--- src/rtl/bch_pkg.sv ---
// rtl/bch_pkg.sv - shared constants, generator polynomial and state type for the t=8 BCH encoder
package bch_pkg;

    localparam int GF_M      = 13;
    localparam int T         = 8;
    localparam int PAR_BITS  = 104;
    localparam int PAR_WORDS = 7;
    localparam int P         = 16;

    // x^13 + x^4 + x^3 + x + 1
    localparam logic [GF_M:0] PRIM_POLY = 14'h201B;

    typedef enum logic {
        ST_DATA   = 1'b0,
        ST_PARITY = 1'b1
    } state_e;

    function automatic logic [GF_M-1:0] gf_mul(input logic [GF_M-1:0] a, input logic [GF_M-1:0] b);
        logic [GF_M-1:0] acc;
        logic [GF_M-1:0] x;
        acc = '0;
        x   = a;
        for (int i = 0; i < GF_M; i++) begin
            if (b[i]) acc = acc ^ x;
            x = x[GF_M-1] ? ({x[GF_M-2:0], 1'b0} ^ PRIM_POLY[GF_M-1:0]) : {x[GF_M-2:0], 1'b0};
        end
        return acc;
    endfunction

    // Minimal polynomial of alpha^e: product of (x + beta) over the 13 conjugates beta.
    function automatic logic [GF_M:0] min_poly(input int e);
        logic [(GF_M+1)*GF_M-1:0] coef;
        logic [GF_M-1:0]          root;
        logic [GF_M:0]            res;
        root = GF_M'(1);
        for (int k = 0; k < e; k++) root = gf_mul(root, GF_M'(2));
        coef = '0;
        coef[0 +: GF_M] = GF_M'(1);
        for (int k = 0; k < GF_M; k++) begin
            for (int j = k + 1; j > 0; j--) begin
                coef[j*GF_M +: GF_M] = coef[(j-1)*GF_M +: GF_M] ^ gf_mul(coef[j*GF_M +: GF_M], root);
            end
            coef[0 +: GF_M] = gf_mul(coef[0 +: GF_M], root);
            root = gf_mul(root, root);
        end
        for (int j = 0; j <= GF_M; j++) res[j] = coef[j*GF_M];
        return res;
    endfunction

    function automatic logic [PAR_BITS:0] gen_poly();
        logic [PAR_BITS:0] g;
        logic [PAR_BITS:0] acc;
        logic [GF_M:0]     m;
        g = {{PAR_BITS{1'b0}}, 1'b1};
        for (int i = 0; i < T; i++) begin
            m   = min_poly(2 * i + 1);
            acc = '0;
            for (int k = 0; k <= GF_M; k++) begin
                if (m[k]) acc = acc ^ (g << k);
            end
            g = acc;
        end
        return g;
    endfunction

    localparam logic [PAR_BITS:0] G_POLY = gen_poly();

endpackage

--- src/rtl/bch_enc_step16.sv ---
// rtl/bch_enc_step16.sv - combinational 16-bit MSB-first LFSR advance of the 104-bit parity remainder
module bch_enc_step16
    import bch_pkg::*;
(
    input  logic [PAR_BITS-1:0] rem,
    input  logic [P-1:0]        d,
    output logic [PAR_BITS-1:0] rem_next
);

    logic fb;

    always_comb begin
        rem_next = rem;
        fb       = 1'b0;
        for (int i = P - 1; i >= 0; i--) begin
            fb       = d[i] ^ rem_next[PAR_BITS-1];
            rem_next = {rem_next[PAR_BITS-2:0], 1'b0} ^ (fb ? G_POLY[PAR_BITS-1:0] : '0);
        end
    end

endmodule

--- src/rtl/bch_encoder_p16_t8.sv ---
// rtl/bch_encoder_p16_t8.sv - systematic 16-bit-parallel t=8 BCH encoder; BCH_ENC_ERR_INJECT_EN adds err_inject
module bch_encoder_p16_t8
    import bch_pkg::*;
#(
    parameter int DATA_WORDS = 256
) (
    input  logic         clk,
    input  logic         reset,
    input  logic         in_valid,
    output logic         in_ready,
    input  logic [P-1:0] in_data,
`ifdef BCH_ENC_ERR_INJECT_EN
    input  logic [P-1:0] err_inject,
`endif
    output logic         out_valid,
    input  logic         out_ready,
    output logic [P-1:0] out_data,
    output logic         out_parity,
    output logic         out_last
);

    localparam int CNT_W = 9;
    localparam logic [CNT_W-1:0] LAST_WORD = CNT_W'(DATA_WORDS - 1);
    localparam logic [2:0]       LAST_PAR  = 3'(PAR_WORDS - 1);

    state_e              state_q, state_d;
    logic [PAR_BITS-1:0] rem_q, rem_d, rem_step;
    logic [CNT_W-1:0]    word_cnt_q, word_cnt_d;
    logic [2:0]          par_cnt_q, par_cnt_d;
    logic                out_valid_q, out_valid_d;
    logic [P-1:0]        out_data_q, out_data_d;
    logic                out_parity_q, out_parity_d;
    logic                out_last_q, out_last_d;
    logic                slot_free;
    logic [P-1:0]        inj;

`ifdef BCH_ENC_ERR_INJECT_EN
    assign inj = err_inject;
`else
    assign inj = '0;
`endif

    bch_enc_step16 u_step (
        .rem      (rem_q),
        .d        (in_data),
        .rem_next (rem_step)
    );

    assign slot_free = !out_valid_q || out_ready;
    assign in_ready  = (state_q == ST_DATA) && slot_free;

    always_comb begin
        state_d      = state_q;
        rem_d        = rem_q;
        word_cnt_d   = word_cnt_q;
        par_cnt_d    = par_cnt_q;
        out_valid_d  = out_valid_q;
        out_data_d   = out_data_q;
        out_parity_d = out_parity_q;
        out_last_d   = out_last_q;

        if (out_valid_q && out_ready) begin
            out_valid_d = 1'b0;
            out_last_d  = 1'b0;
        end

        if (state_q == ST_DATA) begin
            if (in_valid && in_ready) begin
                out_data_d   = in_data ^ inj;
                out_valid_d  = 1'b1;
                out_parity_d = 1'b0;
                out_last_d   = 1'b0;
                rem_d        = rem_step;
                if (word_cnt_q == LAST_WORD) begin
                    word_cnt_d = '0;
                    state_d    = ST_PARITY;
                end else begin
                    word_cnt_d = word_cnt_q + 1'b1;
                end
            end
        end else begin
            // Seven 16-bit shifts empty the 104-bit remainder, leaving it zero for the next frame.
            if (slot_free) begin
                out_data_d   = rem_q[PAR_BITS-1 -: P] ^ inj;
                out_valid_d  = 1'b1;
                out_parity_d = 1'b1;
                rem_d        = {rem_q[PAR_BITS-P-1:0], {P{1'b0}}};
                if (par_cnt_q == LAST_PAR) begin
                    out_last_d = 1'b1;
                    par_cnt_d  = '0;
                    state_d    = ST_DATA;
                end else begin
                    out_last_d = 1'b0;
                    par_cnt_d  = par_cnt_q + 1'b1;
                end
            end
        end
    end

    always_ff @(posedge clk or negedge reset) begin
        if (!reset) begin
            state_q      <= ST_DATA;
            rem_q        <= '0;
            word_cnt_q   <= '0;
            par_cnt_q    <= '0;
            out_valid_q  <= 1'b0;
            out_data_q   <= '0;
            out_parity_q <= 1'b0;
            out_last_q   <= 1'b0;
        end else begin
            state_q      <= state_d;
            rem_q        <= rem_d;
            word_cnt_q   <= word_cnt_d;
            par_cnt_q    <= par_cnt_d;
            out_valid_q  <= out_valid_d;
            out_data_q   <= out_data_d;
            out_parity_q <= out_parity_d;
            out_last_q   <= out_last_d;
        end
    end

    assign out_valid  = out_valid_q;
    assign out_data   = out_data_q;
    assign out_parity = out_parity_q;
    assign out_last   = out_last_q;

endmodule

--- config.mk ---
export PLATFORM = sky130hd
export DESIGN_NAME = bch_encoder_p16_t8
export DESIGN_NICKNAME = d
export VERILOG_FILES = /design/src/rtl/bch_pkg.sv /design/src/rtl/bch_enc_step16.sv /design/src/rtl/bch_encoder_p16_t8.sv
export SDC_FILE = /design/constraint.sdc
export NUM_CORES = 1
export LEC_CHECK = 0
export BUFFER_PORTS_ARGS = -buffer_cell sky130_fd_sc_hd__buf_2
export CELL_PAD_IN_SITES_DETAIL_PLACEMENT = 2
export CELL_PAD_IN_SITES_GLOBAL_PLACEMENT = 2
export CORE_MARGIN = 10
export CORE_UTILIZATION = 42
export CTS_CLUSTER_SIZE = 28
export DETAILED_ROUTE_END_ITERATION = 7
export HOLD_SLACK_MARGIN = 0.08
export PLACE_DENSITY_LB_ADDON = 0.1
export SYNTH_ARGS = -nofsm -noshare
export SYNTH_HDL_FRONTEND = slang
export SYNTH_SLANG_ARGS = --single-unit
export TNS_END_PERCENT = 20
--- constraint.sdc ---
create_clock -name clk -period 4.2 [get_ports clk]
set_input_delay 0.21 -clock clk [delete_from_list [all_inputs] [get_ports clk]]
set_output_delay 0.21 -clock clk [all_outputs]
set_load 0.02 [all_outputs]
==> results of run 1 <==
-- layer usage --
metal  up-vias  track usage  wire, um
li1       3707            -         -
met1      4654        0.376     18700
met2       429        0.479     21800
met3       133       0.0504      3160
met4         0        0.158      2400
met5         -            0         0
-- kinds of logic (layout without fill, tap and decap cells) --
| kind of cell | after synthesis | in the layout | synth area share |
|---|---|---|---|
| AOI/OAI and AO/OA | 258 | 258 | 0.149 |
| buffers and inverters | 65 | 154 | 0.0247 |
| and+or+nand+nor | 147 | 147 | 0.0607 |
| muxes | 21 | 21 | 0.0203 |
| adders and majority gates | 1 | 1 | 0.00121 |
| xor gates and xnor gates | 405 | 405 | 0.415 |
| DFF | 136 | 136 | 0.329 |
-- Yosys cell counts, types with 3 or more instances --
library cell	count	area, sq um
xnor2_1	289	2530
dfrtp_1	136	3400
o22ai_1	75	469
nand2_1	66	248
a21oi_1	60	300
xor2_1	59	517
clkbuf_1	47	176
nor2_1	44	165
o21ai_0	43	215
xnor3_1	27	608
o21ai_1	24	120
mux2i_1	21	210
a22oi_1	14	105
xnor2_2	11	179
a31oi_1	10	62.6
nor3_1	10	50.1
buf_2	9	45.0
nand3_1	8	40.0
a211oi_1	7	52.6
xor3_1	7	166
and3_1	6	37.5
buf_1	6	22.5
o22a_1	6	52.6
xnor2_4	6	165
or3_1	5	31.3
xor2_2	4	65.1
a21o_1	3	22.5
a22o_1	3	26.3
a2bb2oi_1	3	26.3
-- cell usage in the layout, fill, tap and decap left out, types with 7 or more instances in the layout --
master / count
xnor2_1: 285
dfrtp_1: 135
o22ai_1: 75
buf_4: 73
nand2_1: 65
a21oi_1: 60
xor2_1: 59
o21ai_0: 43
nor2_1: 42
buf_2: 38
xnor3_1: 27
o21ai_1: 23
mux2i_1: 21
clkbuf_16: 17
xnor2_2: 15
a22oi_1: 14
nor3_1: 10
a31oi_1: 10
nand3_1: 8
xor3_1: 7
a211oi_1: 7
-- state kept, by name (all words and copies together) (netlist names) --
signal      count
out_last        1
rem_q         104
word_cnt_q      9
par_cnt_q       3
out_valid       1
state_q         1
out_data       16
out_parity      1
-- final cells by class --
type | instances | area (sq um)
tap | 324 | 405
clock buffer | 17 | 425
multi-input combinational | 832 | 6740
fill | 2536 | 12200
timing repair buffer | 119 | 870
clock inverter | 15 | 163
inverter | 3 | 11.3
sequential | 136 | 3400
-- repair_timing --
item | in CTS | in global routing
endpoints found under the setup margin | 1 | 4
cloned | 0 | 0
endpoints found under the hold margin | 81 | 0
hold buffers | 2 | 0
pin swaps | 1 | 1
setup buffers | 0 | 2
-- through the flow --
| step | cell area, sq um | std cells |
|---|---|---|
| detailed placement | 11400 | 1410 |
| global placement | 11400 | 1410 |
| finish | 12000 | 1446 |
| global route | 12000 | 1446 |
| floorplan | 10300 | 1033 |
| CTS | 12000 | 1444 |
-- worst max path at each step --
stage | from | endpoint | slack [ns] | cells past startpoint
floorplan | rem_q[103] | rem_q[74] | 0.87 | 9
global placement | rem_q[101] | rem_q[65] | 0.27 | 9
detailed placement | rem_q[101] | rem_q[59] | 0.14 | 9
CTS | rem_q[101] | rem_q[59] | 0.02 | 9
global route | rem_q[101] | rem_q[59] | 0.06 | 10
finish | rem_q[101] | rem_q[59] | 0.13 | 10
-- worst max-delay path: cells and delay by family, from the launching register on --
kind | cells | cell delay, ns
compound gates | 2 | 0.58
buf+inv | 2 | 0.55
mux | 1 | 0.16
xor+xnor | 5 | 2.20
flops | 1 | 0.45
==> results.sh, run 1 <==
export IMPL_required_ns=4.54
export IMPL_insertedDiodeCount=0
export IMPL_critPathKind="flip-flop to flip-flop"
export IMPL_tightest_slew_ns=0.986
export IMPL_status="complete, no violations"
export IMPL_netlist_area_sq_um=10300
export IMPL_setup_slack_ns=0.131
export IMPL_antenna_found_initial=0
export IMPL_final_antenna_net_count=0
export IMPL_async_flop_share=1.00
export IMPL_final_hold_viol_count=0
export IMPL_cp_end_kind="flip-flop"
export IMPL_relSlewSlack=0.338
export IMPL_nNetsFinal=1130
export IMPL_setup_tns_ns=0
export IMPL_coreArea_sq_um=24200
export IMPL_min_delay_start="in_data[4]"
export IMPL_synth_seq_area_share=0.329
export IMPL_cts_resized_gates=0
export IMPL_dieArea_sq_um=31300
export IMPL_fin_util=0.496
export IMPL_io_buffer_count=39
export IMPL_die_h_um=177
export IMPL_fmax_ghz=0.246
export IMPL_avgSynthCellArea_sq_um=10.0
export IMPL_rr_endpoint="rem_q[59]"
export IMPL_start_kind="flip-flop"
export IMPL_clk_latency_ns=0.45
export IMPL_ys_ff_latch=136
export IMPL_period_needed_ns=4.07
export IMPL_cap_violations=0
export IMPL_synth_edf_count=0
export IMPL_synthFlopType="dfrtp_1"
export IMPL_grt_max_degree=91
export IMPL_cts_sinks=136
export IMPL_holdPathEnd="out_data[4]"
export IMPL_dr_total_vias=8923
export IMPL_rows=57
export IMPL_arrival_ns=4.41
export IMPL_synth_nets=1054
export IMPL_globalplace_congestion=0.956
export IMPL_drt_pass1_iter_count=5
export IMPL_grt_remaining_overflow=0
export IMPL_preCtsSetupSlack_ns=0.135
export IMPL_cts_buffers=17
export IMPL_area_growth_pct=16.3
export IMPL_drive_gt1_frac=0.165
export IMPL_path_cells="xnor2_2 > buf_4 > xnor2_4 > xnor3_1 > xnor2_4 > buf_4 > xnor2_1 > mux2i_1 > a211o_1 > a31oi_1"
export IMPL_drc_errors=0
export IMPL_hpwl_mm=31.6
export IMPL_period_share=0.969
export IMPL_clkTransAtPathRegs_ns=0.07
export IMPL_crit_path_max_incr_delay_ns=0.62
export IMPL_rsz0062_at_grt="false"
export IMPL_drt_wl_total_mm=46.0
export IMPL_viasPerCell=6.17
export IMPL_r2r_start="rem_q[101]"
export IMPL_hold_path_class="input pin to flip-flop"
export IMPL_cts_tree="done"
export IMPL_fin_skew_ns=0.00984
export IMPL_yosysUniqueCellTypes=47
export IMPL_h_tree_depth=4
export IMPL_post_drt_wl_per_cell_um=31.8
export IMPL_initial_core_util=0.426
export IMPL_clockBufferDepth=2
export IMPL_grt_pass1_wl_mm=68.3
export IMPL_first_global_vias=9765
export IMPL_synthCells=1033
export IMPL_r2r_cells=10
export IMPL_holdWs_ns=0.0963
export IMPL_first_iter_violations=782
export IMPL_drv_slew=0
export IMPL_crit_slowest_cell="xnor3_1"
export IMPL_io_pins=40
export IMPL_die_w_um=177
export IMPL_r2r_setup_slack_ns=0.13
export IMPL_ys_warn_count=0
export IMPL_holdPathStages=3
export IMPL_grt_usage=0.298
export IMPL_cts_root_buf="clkbuf_16"
export IMPL_setup_violations=0
export IMPL_cp_max_fo=8
Power of run 1 is left out: the tool's default activity adds up to more than one toggle a clock period on the data nets, which glitch-free logic cannot reach.
==> inputs of run 2 (changes only) <==
Settings changed: CORE_UTILIZATION 42 to 43, CTS_BUF_LIST set to sky130_fd_sc_hd__clkbuf_8.
==> run 2 against run 1 <==
Against the previous run: routed wire length decreased by 2.5%; fmax rose by 6.2%; first-iteration DRC count up 21%; critical path depth decreased by 2; die area shrank 2.1%; core utilization is 0.59 points higher; cell count is 0.76% lower; count of clock-buffer cells in the layout grew 1; sequential share of layout area rose by 0.50 points; register-to-register slack improved by 0.24 ns; critical path type unchanged.
==> results.sh, run 2 (synthesized netlist as in run 1, its figures left out) <==
export IMPL_relSlewSlack=0.175
export IMPL_drive_gt1_frac=0.152
export IMPL_first_global_vias=9674
export IMPL_cp_max_fo=10
export IMPL_worst_path_stages=8
export IMPL_largest_register_ffs=104
export IMPL_cp_end_kind="flip-flop"
export IMPL_grt_remaining_overflow=0
export IMPL_grt_usage=0.295
export IMPL_drc_errors=0
export IMPL_fill_cells=2483
export IMPL_cp_num_buf_inv=0
export IMPL_insertedDiodeCount=0
export IMPL_fin_skew_ns=0.0276
export IMPL_cts_root_buf="clkbuf_8"
export IMPL_rsz0062_at_grt="false"
export IMPL_path_cells="xnor2_2 > xnor2_4 > xnor3_1 > xnor2_4 > xnor3_1 > xnor3_1 > o22ai_1 > o21ai_1"
export IMPL_status="complete, no violations"
export IMPL_die_h_um=175
export IMPL_clockBufferDepth=2
export IMPL_rr_endpoint="rem_q[96]"
export IMPL_nNetsFinal=1124
export IMPL_hold_path_class="input pin to flip-flop"
export IMPL_top_register="rem_q"
export IMPL_post_drt_wl_per_cell_um=31.3
export IMPL_dr_total_vias=8785
export IMPL_cap_violations=0
export IMPL_cts_tree="done"
export IMPL_cts_sinks=136
export IMPL_coreArea_sq_um=23500
export IMPL_drv_slew=0
export IMPL_drt_pass1_iter_count=5
export IMPL_hpwl_mm=31.5
export IMPL_initial_core_util=0.439
export IMPL_tightest_slew_ns=1.23
export IMPL_h_tree_depth=4
export IMPL_setup_tns_ns=0
export IMPL_fmax_ghz=0.261
export IMPL_layout_common_cells="xnor2_1 (285), dfrtp_1 (135), o22ai_1 (75)"
export IMPL_setup_violations=0
export IMPL_globalplace_congestion=0.952
export IMPL_die_w_um=175
export IMPL_final_antenna_net_count=0
export IMPL_drt_wl_total_mm=44.8
export IMPL_clkTransAtPathRegs_ns=0.09
export IMPL_setup_slack_ns=0.367
export IMPL_r2r_setup_slack_ns=0.37
export IMPL_grt_max_degree=59
export IMPL_crit_path_max_incr_delay_ns=0.63
export IMPL_grt_pass1_wl_mm=67.1
export IMPL_start_kind="flip-flop"
export IMPL_preCtsSetupSlack_ns=0.432
export IMPL_required_ns=4.53
export IMPL_holdPathStages=3
export IMPL_viasPerCell=6.12
export IMPL_area_growth_pct=14.3
export IMPL_r2r_cells=8
export IMPL_layout_commonest_cell="xnor2_1"
export IMPL_fin_util=0.502
export IMPL_period_needed_ns=3.83
export IMPL_r2r_start="rem_q[100]"
export IMPL_crit_path_start="rem_q[100]"
export IMPL_clk_latency_ns=0.50
export IMPL_final_hold_viol_count=0
export IMPL_arrival_ns=4.16
export IMPL_period_share=0.913
export IMPL_first_iter_violations=948
export IMPL_io_buffer_count=39
export IMPL_rows=56
export IMPL_cpLargestDelayFamily="XOR/XNOR gates"
export IMPL_crit_slowest_cell="xnor2_4"
export IMPL_dieArea_sq_um=30600
export IMPL_io_pins=40
export IMPL_critPathKind="flip-flop to flip-flop"
export IMPL_antenna_found_initial=0
export IMPL_cp_common_cell="xnor3_1"
export IMPL_critPathCapture="rem_q[96]"
export IMPL_cts_buffers=17
run 2: layout make-up:
type	count	area, sq um	area share
clock inverters	14	209	0.0177
inverters	3	11.3	0.000954
multi-input cells	832	6740	0.571
clock buffers	18	248	0.0210
well taps	319	399	0.0338
repair buffers	113	797	0.0675
flip-flops and latches	136	3400	0.288
run 2: stage by stage:
step,hold WS (ns),cell area (sq um),std cells
2_1_floorplan,-0.0856,10300,1033
3_3_place_gp,0.250,11200,1392
3_5_place_dp,0.247,11200,1392
4_1_cts,0.0928,11800,1435
5_1_grt,0.134,11800,1435
6_report,0.117,11800,1435
run 2: worst min-delay path by stage:
stage	start	to	slack (ns)
finish	in_data[7]	out_data[7]	0.12
global route	in_data[7]	out_data[7]	0.13
CTS	in_data[7]	out_data[7]	0.09
detailed placement	reset	out_data[5]	0.25
global placement	reset	out_data[4]	0.25
floorplan	reset	out_data[0]	-0.09
run 2: metal layers:
| metal | up-vias | track usage | wire length, um |
|---|---|---|---|
| met3 | 126 | 0.0614 | 3000 |
| met1 | 4567 | 0.369 | 18400 |
| met5 | - | 0 | 0 |
| met2 | 389 | 0.479 | 21300 |
| met4 | 0 | 0.140 | 2100 |
| li1 | 3703 | - | - |
run 2: what timing repair did:
action	in CTS	in global routing
buffers inserted	0	0
gates resized for setup	0	0
endpoints found under the setup margin	0	0
hold buffers	11	0
endpoints found under the hold margin	66	0
run 2: tightest hold or removal path: cells and delay by family:
kind,cells,cell delay (ns)
AO/OA/AOI/OAI,1,0.16
multiplexers,1,0.07
buffers and inverters,1,0.12
Power of run 2 is left out for the same reason.
